--- config.mk ---
export PLATFORM = sky130hd
export DESIGN_NAME = recv
export DESIGN_NICKNAME = d
export VERILOG_FILES = /design/src/rtl/uart_pkg.sv /design/src/rtl/rx_fifo.sv /design/src/rtl/recv.sv
export SDC_FILE = /design/constraint.sdc
export NUM_CORES = 1
export LEC_CHECK = 0
export ABC_AREA = 1
export CAP_MARGIN = 15
export CORE_MARGIN = 3
export CORE_UTILIZATION = 30
export DETAILED_ROUTE_END_ITERATION = 10
export GPL_ROUTABILITY_DRIVEN = 0
export MAX_ROUTING_LAYER = met4
export SYNTH_ARGS = -nofsm -noshare
export SYNTH_HDL_FRONTEND = slang
export SYNTH_SLANG_ARGS = --single-unit
--- constraint.sdc ---
create_clock -name clk -period 3.1 [get_ports clk]
set_input_delay 0.465 -clock clk [delete_from_list [all_inputs] [get_ports clk]]
set_output_delay 0.465 -clock clk [all_outputs]
set_load 0.02 [all_outputs]
--- src/rtl/uart_pkg.sv ---
// Shared UART definitions used by the receiver and the transmitter.
package uart_pkg;

  // Receiver frame-tracking states
  typedef enum logic [1:0] {
    IDLE  = 2'd0,
    START = 2'd1,
    DATA  = 2'd2,
    STOP  = 2'd3
  } rx_state_e;

  // Data-length encodings carried on tlen
  localparam logic [1:0] TLEN_5 = 2'b00;
  localparam logic [1:0] TLEN_6 = 2'b01;
  localparam logic [1:0] TLEN_7 = 2'b10;
  localparam logic [1:0] TLEN_8 = 2'b11;

  // Oversampling ratio and the tick index of the bit centre
  localparam int OVS = 16;
  localparam int MID = 8;

  // Number of data bits in a frame for a given tlen code
  function automatic logic [3:0] data_bits(input logic [1:0] len);
    logic [3:0] n;
    case (len)
      TLEN_5:  n = 4'd5;
      TLEN_6:  n = 4'd6;
      TLEN_7:  n = 4'd7;
      TLEN_8:  n = 4'd8;
      default: n = 4'd8;
    endcase
    return n;
  endfunction

endpackage

--- src/rtl/rx_fifo.sv ---
// First-word fall-through FIFO holding received bytes.
// Pointers carry one extra wrap bit so full and empty are told apart by the MSB.
module rx_fifo #(
  parameter int DEPTH  = 16,
  parameter int DATA_W = 8
) (
  input  logic              clk,
  input  logic              rst,
  input  logic              wr_en,
  input  logic [DATA_W-1:0] wdata,
  input  logic              rd_en,
  output logic [DATA_W-1:0] rdata,
  output logic              empty,
  output logic              full
);

  localparam int AW = $clog2(DEPTH);
  localparam logic [AW:0] PTR_ONE = {{AW{1'b0}}, 1'b1};

  logic [DATA_W-1:0] mem [DEPTH];
  logic [AW:0]       wptr;
  logic [AW:0]       rptr;
  logic [DATA_W-1:0] last_q;
  logic              do_push;
  logic              do_pop;

  assign empty   = (wptr == rptr);
  assign full    = (wptr[AW] != rptr[AW]) && (wptr[AW-1:0] == rptr[AW-1:0]);
  assign do_pop  = rd_en && !empty;
  // A push into a full FIFO is only accepted when a pop frees the slot in the same cycle
  assign do_push = wr_en && (!full || do_pop);
  // Head is visible while data is present; otherwise the last popped byte is held
  assign rdata   = empty ? last_q : mem[rptr[AW-1:0]];

  // Storage array, written on accepted pushes
  always_ff @(posedge clk) begin
    if (do_push) begin
      mem[wptr[AW-1:0]] <= wdata;
    end
  end

  // Pointer and held-output update
  always_ff @(posedge clk or posedge rst) begin
    if (rst) begin
      wptr   <= '0;
      rptr   <= '0;
      last_q <= '0;
    end else begin
      if (do_push) begin
        wptr <= wptr + PTR_ONE;
      end
      if (do_pop) begin
        rptr   <= rptr + PTR_ONE;
        last_q <= mem[rptr[AW-1:0]];
      end
    end
  end

endmodule

--- src/rtl/recv.sv ---
// UART receiver: 16x oversampled deserialiser feeding an RX FIFO.
// Frame is one start bit, 5..8 data bits LSB first, one stop bit, no parity.
module recv
  import uart_pkg::*;
#(
  parameter int BAUD_DIV0  = 54,
  parameter int BAUD_DIV1  = 651,
  parameter int FIFO_DEPTH = 16
) (
  input  logic       clk,
  input  logic       rst,
  input  logic       bclk_mode,
  input  logic [1:0] tlen,
  input  logic       rx_in,
  input  logic       rd_en,
  input  logic       err_clr,
  output logic [7:0] rdata,
  output logic       rx_empty,
  output logic       rx_full,
  output logic       frame_err,
  output logic       overrun
);

  localparam int DIV_MAX = (BAUD_DIV0 > BAUD_DIV1) ? BAUD_DIV0 : BAUD_DIV1;
  localparam int DIV_W   = $clog2(DIV_MAX + 1);
  localparam logic [DIV_W-1:0] DIV_LAST0 = DIV_W'(BAUD_DIV0 - 1);
  localparam logic [DIV_W-1:0] DIV_LAST1 = DIV_W'(BAUD_DIV1 - 1);
  localparam logic [3:0]       SCNT_MID  = 4'(MID - 1);
  localparam logic [3:0]       SCNT_END  = 4'(OVS - 1);

  logic             sync1;
  logic             rx_s;
  logic             rx_prev;
  logic             fall;

  logic [DIV_W-1:0] div_cnt;
  logic [DIV_W-1:0] div_last;
  logic             mode_q;
  logic             tick;

  rx_state_e        state;
  logic [3:0]       scnt;
  logic [2:0]       bcnt;
  logic [1:0]       len_q;
  logic [3:0]       last_bit;
  logic [7:0]       sh;

  logic             push_vld_p1;
  logic [7:0]       push_data_p1;
  logic             ovr_set;

  // Two-flop synchroniser plus one history flop for edge detection; idles high
  always_ff @(posedge clk or posedge rst) begin
    if (rst) begin
      sync1   <= 1'b1;
      rx_s    <= 1'b1;
      rx_prev <= 1'b1;
    end else begin
      sync1   <= rx_in;
      rx_s    <= sync1;
      rx_prev <= rx_s;
    end
  end

  assign fall     = rx_prev && !rx_s;
  assign div_last = bclk_mode ? DIV_LAST1 : DIV_LAST0;

  // Free-running 16x tick divider; a baud-select change restarts the count
  always_ff @(posedge clk or posedge rst) begin
    if (rst) begin
      div_cnt <= '0;
      mode_q  <= 1'b0;
      tick    <= 1'b0;
    end else begin
      mode_q <= bclk_mode;
      tick   <= 1'b0;
      if (mode_q != bclk_mode) begin
        div_cnt <= '0;
      end else if (div_cnt >= div_last) begin
        div_cnt <= '0;
        tick    <= 1'b1;
      end else begin
        div_cnt <= div_cnt + 1'b1;
      end
    end
  end

  assign last_bit = data_bits(len_q) - 4'd1;

  // Frame FSM: start qualification, bit sampling, stop check and push request
  always_ff @(posedge clk or posedge rst) begin
    if (rst) begin
      state        <= IDLE;
      scnt         <= '0;
      bcnt         <= '0;
      len_q        <= '0;
      sh           <= '0;
      push_vld_p1  <= 1'b0;
      push_data_p1 <= '0;
      frame_err    <= 1'b0;
    end else begin
      push_vld_p1 <= 1'b0;
      if (err_clr) begin
        frame_err <= 1'b0;
      end
      case (state)
        IDLE: begin
          if (fall) begin
            scnt  <= '0;
            len_q <= tlen;
            state <= START;
          end
        end
        START: begin
          if (tick) begin
            if (scnt == SCNT_MID) begin
              if (!rx_s) begin
                scnt  <= '0;
                bcnt  <= '0;
                sh    <= '0;
                state <= DATA;
              end else begin
                state <= IDLE;
              end
            end else begin
              scnt <= scnt + 4'd1;
            end
          end
        end
        DATA: begin
          if (tick) begin
            scnt <= scnt + 4'd1;
            if (scnt == SCNT_END) begin
              sh[bcnt] <= rx_s;
              if ({1'b0, bcnt} == last_bit) begin
                state <= STOP;
              end else begin
                bcnt <= bcnt + 3'd1;
              end
            end
          end
        end
        STOP: begin
          if (tick) begin
            scnt <= scnt + 4'd1;
            if (scnt == SCNT_END) begin
              if (rx_s) begin
                push_vld_p1  <= 1'b1;
                push_data_p1 <= sh;
              end else begin
                frame_err <= 1'b1;
              end
              state <= IDLE;
            end
          end
        end
        default: state <= IDLE;
      endcase
    end
  end

  // ---- stage p1: completed byte enters the FIFO ----
  rx_fifo #(
    .DEPTH  (FIFO_DEPTH),
    .DATA_W (8)
  ) u_fifo (
    .clk   (clk),
    .rst   (rst),
    .wr_en (push_vld_p1),
    .wdata (push_data_p1),
    .rd_en (rd_en),
    .rdata (rdata),
    .empty (rx_empty),
    .full  (rx_full)
  );

  // A push into a full FIFO with no simultaneous pop loses the byte
  assign ovr_set = push_vld_p1 && rx_full && !rd_en;

  // Sticky overrun flag; a new event wins over a clear in the same cycle
  always_ff @(posedge clk or posedge rst) begin
    if (rst) begin
      overrun <= 1'b0;
    end else begin
      overrun <= ovr_set || (overrun && !err_clr);
    end
  end

endmodule

---- Word level (Yosys, flattened, before mapping) ----
Memory sizes are Yosys's and may differ from the RTL's.
Cells that the tools add are included.
storage, ports and cells
  ROM bits ................................ 0
  memories ................................ 1
  memory bits (writable) .................. 128
  word-level logic and storage cells ...... 128
  input port bits ......................... 8
  latch bits .............................. 0
  register bits ........................... 63
  output and inout port bits .............. 12
memory list
  name        depth  bits a word  read ports  clocked after Yosys merged registers in  wr ports  line           source
  u_fifo.mem  16     8            1           0                                        1         rx_fifo.sv:20  logic [DATA_W-1:0] mem [DEPTH];
operators by class
  reduce and logical (&&, ||, !) cells .... 25
  $lt $le $gt $ge ......................... 3
  $add $sub $neg .......................... 6
  multiply operators ...................... 0
  bitwise gates (word level) .............. 0
  equality and inequality tests ........... 25
  div/mod/pow operators ................... 0
  shifts and indexed selects .............. 0
  mux-type cells .......................... 50
operators by type and width
  operator               count
  $mux 8                 6
  $mux 10                3
  $mux 4                 5
  $ne 2x2->1 const B     10
  $mux 2                 9
  $mux 3                 6
  $pmux 4 s4             1
  $pmux 8 s2             1
  $mux 1                 14
  $pmux 4 s3             1
  $add 10x1->10 const B  1
  $add 5x1->5 const B    2
  $ge 10x10->1           1
  $bwmux 8               1
  $eq 2x2->1 const B     4
  $logic_and 1x1->1      8
  $pmux 2 s4             1
  $reduce_and 4->1       2
  $reduce_and 8->1       1
  $reduce_and 7->1       1
  $pmux 3 s2             1
  $reduce_and 6->1       1
  $eq 5x5->1             1
  $logic_not 1->1        5
  19 further kinds       23

---- Logic depth before layout (Yosys ltp) ----
Gate-level depths: netlist of the first run.
  depth in word-level cells ............... 8
  mapped depth ............................ 13
  gate-level depth less buffers ........... 11

---- Hierarchy ----
Synthesis of the first run repeated with hierarchy kept, for this count alone.
second synthesis, totals
  cell total of the unflattened synthesis .. 1041
  area, all modules ....................... 9200.1 um^2
by module, submodules not included
  module   seq. area each (um^2)  cells each  area an instance (um^2)  instances
  rx_fifo  4294.1                 726         6749.0                   1
  recv     1129.8                 315         2451.1                   1

---- Worst setup path after synthesis of the first run ----
Ideal clock, no wire load.
  kind .................................... reg-to-reg
  start ................................... register u_fifo.rptr[4]
  end ..................................... memory u_fifo.mem[12][0] (enable)
  buffers on the path ..................... 1
  slack ................................... 1166 ps
  stages on the path, launching flop included .. 7
  required time ........................... 2730 ps
  library setup time ...................... 370 ps
  arrival time ............................ 1563 ps
  clock period less this slack ............ 1934 ps
  cell sequence ........................... dfrtp_1 -> xnor2_1 -> inv_1 -> nand4_2 -> nand2_2 -> buf_4 -> nor2_1
between the ends
  cells in the longest elaborated chain, start to end .. 7
  elaborated cells on any way between the ends .. 10
  those cells by class .................... eq/ne: 2; mux: 2; reduce/logical: 6
RTL lines
  element                                                      line                          source
  start: declaration                                           rx_fifo.sv:22                 logic [AW:0] rptr;
  start signal: assignment                                     rx_fifo.sv:53                 rptr <= rptr + PTR_ONE;
  $eq 5x5->1 / $ne 1x1->1 (equally long branches)              rx_fifo.sv:27, rx_fifo.sv:28
  $logic_not 1->1 / $logic_and 1x1->1 (equally long branches)  rx_fifo.sv:29, rx_fifo.sv:28
  $logic_and 1x1->1 / $logic_not 1->1 (equally long branches)  rx_fifo.sv:29, rx_fifo.sv:31
  $logic_or 1x1->1 (*)                                         rx_fifo.sv:31                 assign do_push = wr_en && (!full || do_pop);
  $logic_and 1x1->1 (*)                                        rx_fifo.sv:31
  $mux 1 (*)                                                   rx_fifo.sv:37                 if (do_push) begin
  $mux 1 (implied by the code) (*)                             rx_fifo.sv:38                 mem[wptr[AW-1:0]] <= wdata;
  end: declaration                                             rx_fifo.sv:20
Mark *: on every way between the ends. The rest lies on a longest branch, timed or not.

---- Worst setup path in the final report of the first run ----
  start ................................... register u_fifo.rptr[2]
  end ..................................... output port rx_empty
between the ends
  cells in the longest elaborated chain, start to end .. 1
RTL lines
  element           line           source
  $eq 5x5->1        rx_fifo.sv:27  assign empty = (wptr == rptr);
  end: declaration  recv.sv:18     output logic rx_empty,
No other way between the ends.

==> impl_metrics.ini, run 1 <==
[setup_path]
r2r-start = u_fifo.rptr[4]
endpoint_kind = primary output
cp-startpoint = u_fifo.rptr[2]
r2r-end = u_fifo.mem[9][3]
r2r_cells = 5
crit_type = flop to primary output
crit_fanout = 15
cp.required_ns = 2.63
reg2reg_slack_ns = 0.93
crit_path_start_kind = flop
critPathArrivalTime_ns = 2.41

[sta]
timing.slew.headroom = 0.454
holdWs_ns = 0.338
clock.fmax_ghz = 0.348
worstMarginPinSlew_ns = 0.819
period_needed_ns = 2.88
rsz0062_at_grt = false
slew_viol_final = 0
fin_crit_sh = 0.928
setup_viol = 0
fin_skew_ns = 0.0101
finalHoldViolCount = 0
finalSetupTns_ns = 0

[clocking]
cts-buffers-inserted = 17
cts_tree = yes
cts_hold_buf = 0
htreeDepth = 4
cts.sinks = 191
insertion_delay_ns = 0.43
cts_max_path_buffers = 2
clkSlewWorstSetupHoldPaths_ns = 0.07
root_buffer = clkbuf_16

[global_routing]
grt.overflow.total = 0
grt_first_pass_wirelength_mm = 31.9
grt_usage = 0.133
grt_max_degree = 44
grt_pass1_vias = 5987
grt_antenna_before_repair = 0

[min_path]
hold_path_class = input pin to async pin

[placed_design]
dp_hpwl_mm = 13.0
io_buffers = 19

[drt]
route.vias.total = 6288
drt_wl_total_mm = 19.8
drtAntennaViolNets = 0
first_iter_violations = 516
vias_per_cell = 4.63
drcViolationCount = 0
wire_per_inst_microns = 14.6
dr.pass1.iters = 5

[floorplanning]
core_area_sq_um = 28200
dieHeight_microns = 177
die_area_sq_um = 31300
start_util = 0.310
die_w_microns = 177
rows = 61
ios = 20

[finish]
final_common_cell = nand2_1
layout_common_cells = nand2_1 (353), edfxtp_1 (128), nor2_1 (104)
antennaDiodeCount = 0
fin_nets = 992
syn_to_final_growth_pct = 15.8
drive_gt1_frac = 0.0909

[flow_run]
drv_cap = 0

[synth]
synth_fp_nets = 953
synthTopCellsByArea = edfxtp_1 (44%), dfrtp_1 (17%), nand2_1 (15%)
ys_seq_elements = 191
synth_top_area_frac = 0.439
synth_ff_type = edfxtp_1
ys_seq_area_frac = 0.620
syn_area_sq_um = 8750
yosys_warnings = 0
synth_edf_count = 128
syn_inst = 927
synth_area_per_cell_sq_um = 9.44
ys_types = 37
ys_async_sr_fraction = 0.330
synth.largest_area_cell = edfxtp_1

[power_and_ir_drop]
cellPowerDensity_nw_per_um2 = 783
cellLeakagePower_nw = 4.31
max-vdd-ir-drop_uv = 385

[outcome]
status = complete, no violations
==> state kept, by name, indices dropped and copies added, names as in the netlist, named ones only <==
signal and flops:
push_data_p1 8, state 1, push_vld_p1 1, sh 8, u_fifo.rptr 5, bcnt 3
sync1 1, div_cnt 10, u_fifo.wptr 5, mode_q 1, rx_s 1, u_fifo.last_q 8
u_fifo.mem 128, len_q 2, overrun 1, rx_prev 1, scnt 4, tick 1
frame_err 1
==> how the worst max path moves through the flow <==
| stage | slack, ns | depth (start not counted) | to |
|---|---|---|---|
| floorplan | 1.07 | 1 | async pin |
| global placement | 0.43 | 7 | rdata[1] |
| detailed placement | 0.37 | 7 | rdata[1] |
| CTS | 0.007 | 11 | rdata[1] |
| global route | 0.10 | 6 | rx_empty |
| finish | 0.22 | 6 | rx_empty |
==> cell families (layout without fill, tap and decap cells) <==
kind of cell | Yosys count | count (layout) | synth area share
adders and majority gates | 18 | 18 | 0.0257
AOI/OAI and AO/OA | 77 | 77 | 0.0470
and+or+nand+nor | 539 | 539 | 0.248
buffers and inverters | 87 | 139 | 0.0440
DFF | 191 | 191 | 0.620
xor gates and xnor gates | 15 | 15 | 0.0150
==> critical path, stage by stage, from the launching register on <==
cell and delay [ns]:
dfrtp_2 0.53, xor2_1 0.22, nor2_2 0.22, nand3_4 0.14, clkinvlp_4 0.15, buf_4 0.13
clkdlybuf4s50_1 0.61
==> metal layers <==
layer | track usage | part of all wire
met1 | 0.179 | 0.46
met2 | 0.204 | 0.47
met3 | 0.0296 | 0.061
met4 | 0.0354 | 0.014
met5 | - | 0
==> final cells by class <==
cell class / count / area (sq um)
Multi-Input combinational cell: 649 / 2940
Timing Repair Buffer: 53 / 507
Inverter: 54 / 214
Tap cell: 378 / 473
Clock inverter: 13 / 128
Fill cell: 2845 / 18100
Sequential cell: 191 / 5430
Clock buffer: 19 / 443
==> power by group <==
group | switching [mW] | leakage (nW) | internal, mW
clock | 0.979 | 0.282 | 1.15
combinational | 1.77 | 2.04 | 0.978
sequential | 0.194 | 1.99 | 2.86
==> synth_stat cells, types with 5 or more instances <==
| master | n |
|---|---|
| edfxtp_1 | 128 |
| clkbuf_1 | 8 |
| xor2_1 | 9 |
| buf_2 | 17 |
| xnor2_1 | 6 |
| nor3_1 | 11 |
| nor2_1 | 104 |
| nand4_1 | 5 |
| nand2_1 | 353 |
| o21ai_0 | 60 |
| dfrtp_1 | 60 |
| inv_1 | 48 |
| a21oi_1 | 8 |
| ha_1 | 18 |
| nand3_1 | 54 |
==> metrics by stage <==
step	worst slack, ns	area, sq um	power [mW]	utilization	cells
2_1_floorplan	1.07	8750	4.90	-	927
3_5_place_dp	0.371	9460	5.73	0.335	1319
6_report	0.223	10100	7.93	0.359	1357
4_1_cts	0.00679	10000	7.86	0.355	1351
3_3_place_gp	0.427	9460	5.71	0.335	1319
5_1_grt	0.101	10100	8.45	0.359	1357
==> timing repair <==
item	CTS	global route
gates cloned	0	1
buffers inserted	0	5
pin swaps	0	0
resized for setup	3	14
setup endpoints to repair	8	7
No activity file was read; power rests on OpenSTA's default activity.
==> run 2, diff against run 1 <==
- CORE_UTILIZATION: 30 -> 67
- PLACE_DENSITY: default -> 0.85
==> run 2 against run 1 <==
Effect of this change:
- clock power up 5%
- register-to-register slack got worse by 0.39 ns
- clock skew rose by 0.0030 ns
- die area is 54% lower
- clock-buffer cell count down 2
- combinational power down 2%
- largest cell class unchanged
- highest routed layer unchanged
==> impl_metrics.ini, run 2 (synthesis gave the netlist of run 1 again) <==
[outcome]
status = complete, no violations

[setup_path]
critPathArrivalTime_ns = 2.58
cpMostUsedCell = nand2_1
crit_path_start_kind = flop
crit_fanout = 44
endpoint_kind = primary output
crit_type = flop to primary output
path_cells = buf_12 -> xor2_1 -> nor2_2 -> nand3_4 -> clkinvlp_4 -> nand2_1 -> nand2_1 -> clkdlybuf4s50_1
r2r-start = u_fifo.rptr[1]
cp-startpoint = u_fifo.rptr[1]
cpPeakStageDelay_ns = 0.59
worst_path_max_delay_cell = clkdlybuf4s50_1
cp.required_ns = 2.63

[sta]
fin_crit_sh = 0.981
slew_viol_final = 0
clock.fmax_ghz = 0.329
finalSetupTns_ns = 0
worstMarginPinSlew_ns = 0.877
holdWs_ns = 0.361
rsz0062_at_grt = true
setup_viol = 0
period_needed_ns = 3.04
fin_skew_ns = 0.0131
timing.slew.headroom = 0.411
setup_ws_ns = 0.0589
finalHoldViolCount = 0

[power_and_ir_drop]
power.share.clock = 0.280
swShare = 0.364
p_int_mw = 5.06
share_seq_of_total_power = 0.383
cellLeakagePower_nw = 4.25
power.switching_mw = 2.90
power_mw = 7.96
cellPowerDensity_nw_per_um2 = 813
combPwrFrac = 0.338
max-vdd-ir-drop_uv = 520

[floorplanning]
dieHeight_microns = 120
die_w_microns = 120
core_area_sq_um = 12700
rows = 41
die_area_sq_um = 14500
ios = 20
start_util = 0.691

[clocking]
cts-buffers-inserted = 17
cts_max_path_buffers = 2
clkSlewWorstSetupHoldPaths_ns = 0.07
cts_hold_buf = 0
cts_tree = yes
htreeDepth = 4
root_buffer = clkbuf_16
cts.sinks = 191
insertion_delay_ns = 0.43

[finish]
postLayoutCoreUtil = 0.773
fin_nets = 979
stdcell_area_sq_um = 9800
final_cells = 1138
multi_input_area_sq_um = 2940
layout_common_cells = nand2_1 (353), edfxtp_1 (128), nor2_1 (104)
fillers = 805
antennaDiodeCount = 0
syn_to_final_growth_pct = 12.0
largest_reg_flops = 128
final_common_cell = nand2_1
drive_gt1_frac = 0.0776
seqCellArea_sq_um = 5430

[global_routing]
grt_first_pass_wirelength_mm = 30.5
grt_max_degree = 52
grt_antenna_before_repair = 0
grt_pass1_vias = 6264
grt_usage = 0.283
grt.overflow.total = 0

[placed_design]
dp_hpwl_mm = 12.0
placed_cell_area_sq_um = 9140
pre_cts_slack_ns = 0.409
post-place-cells = 1104
io_buffers = 19

[drt]
dr.pass1.iters = 6
route.vias.total = 6439
drtAntennaViolNets = 0
first_iter_violations = 723
wire_per_inst_microns = 16.7
drt_wl_total_mm = 19.0
vias_per_cell = 5.66
drcViolationCount = 0

[min_path]
hold_path_class = flop to flop
min_from = sync1

[flow_run]
drv_cap = 0
==> run 2: changes by cell type in the layout (fill, tap and decap cells not counted), sizes merged <==
cell	delta
buf	-12
dlymetal6s2s	-1
inv	-3
clkdlybuf4s50	+1
clkinv	+3
clkbuf	-3
bufinv	+2
==> run 2: layer usage <==
layer | GRT usage | part of all wire | up-vias
met5 | - | 0 | -
met4 | 0.120 | 0.032 | 0
met3 | 0.0547 | 0.065 | 50
met2 | 0.474 | 0.51 | 247
met1 | 0.341 | 0.39 | 3047
li1 | - | - | 3095
==> run 2: cell type report <==
cell class | count | share of cell area
multi-input cells | 649 | 0.300
well taps | 172 | 0.0220
inverters | 54 | 0.0215
repair buffers | 40 | 0.0402
flip-flops and latches | 191 | 0.554
clock inverters | 15 | 0.0188
clock buffers | 17 | 0.0434
==> run 2: worst paths after layout <==
kind / end / slack, ns / cells after the start
worst max-delay path: rdata[6] / 0.06 / 8
worst min-delay path: rx_s / 0.36 / 0
worst max register to register: u_fifo.mem[2][0] / 0.54 / 7
worst min register to register: rx_s / 0.36 / 0
max in group asynchronous: div_cnt[5] / 1.94 / 3
min in group asynchronous: u_fifo.rptr[4] / 0.43 / 2
==> run 2: power groups by stage <==
stage	Sequential, mW	Combinational [mW]	Clock [mW]
final	3.05	2.69	2.23
after global routing	3.06	2.97	2.35
after CTS	3.04	2.67	2.25
after detailed placement	3.07	2.64	0
after global placement	3.07	2.58	0
after floorplan	3.01	1.90	0
==> run 2: what timing repair did <==
item                       CTS  global route
resized for setup            4             9
setup endpoints to repair    8             7
setup buffers                0             2
pin swaps                    0             1
==> run 2: worst max-delay path: cells and delay by family (launching register included) <==
kind / cells / cell delay (ns)
buffers and inverters: 3 / 0.99
DFF: 1 / 0.43
and+or+nand+nor: 4 / 0.53
xor gates and xnor gates: 1 / 0.18
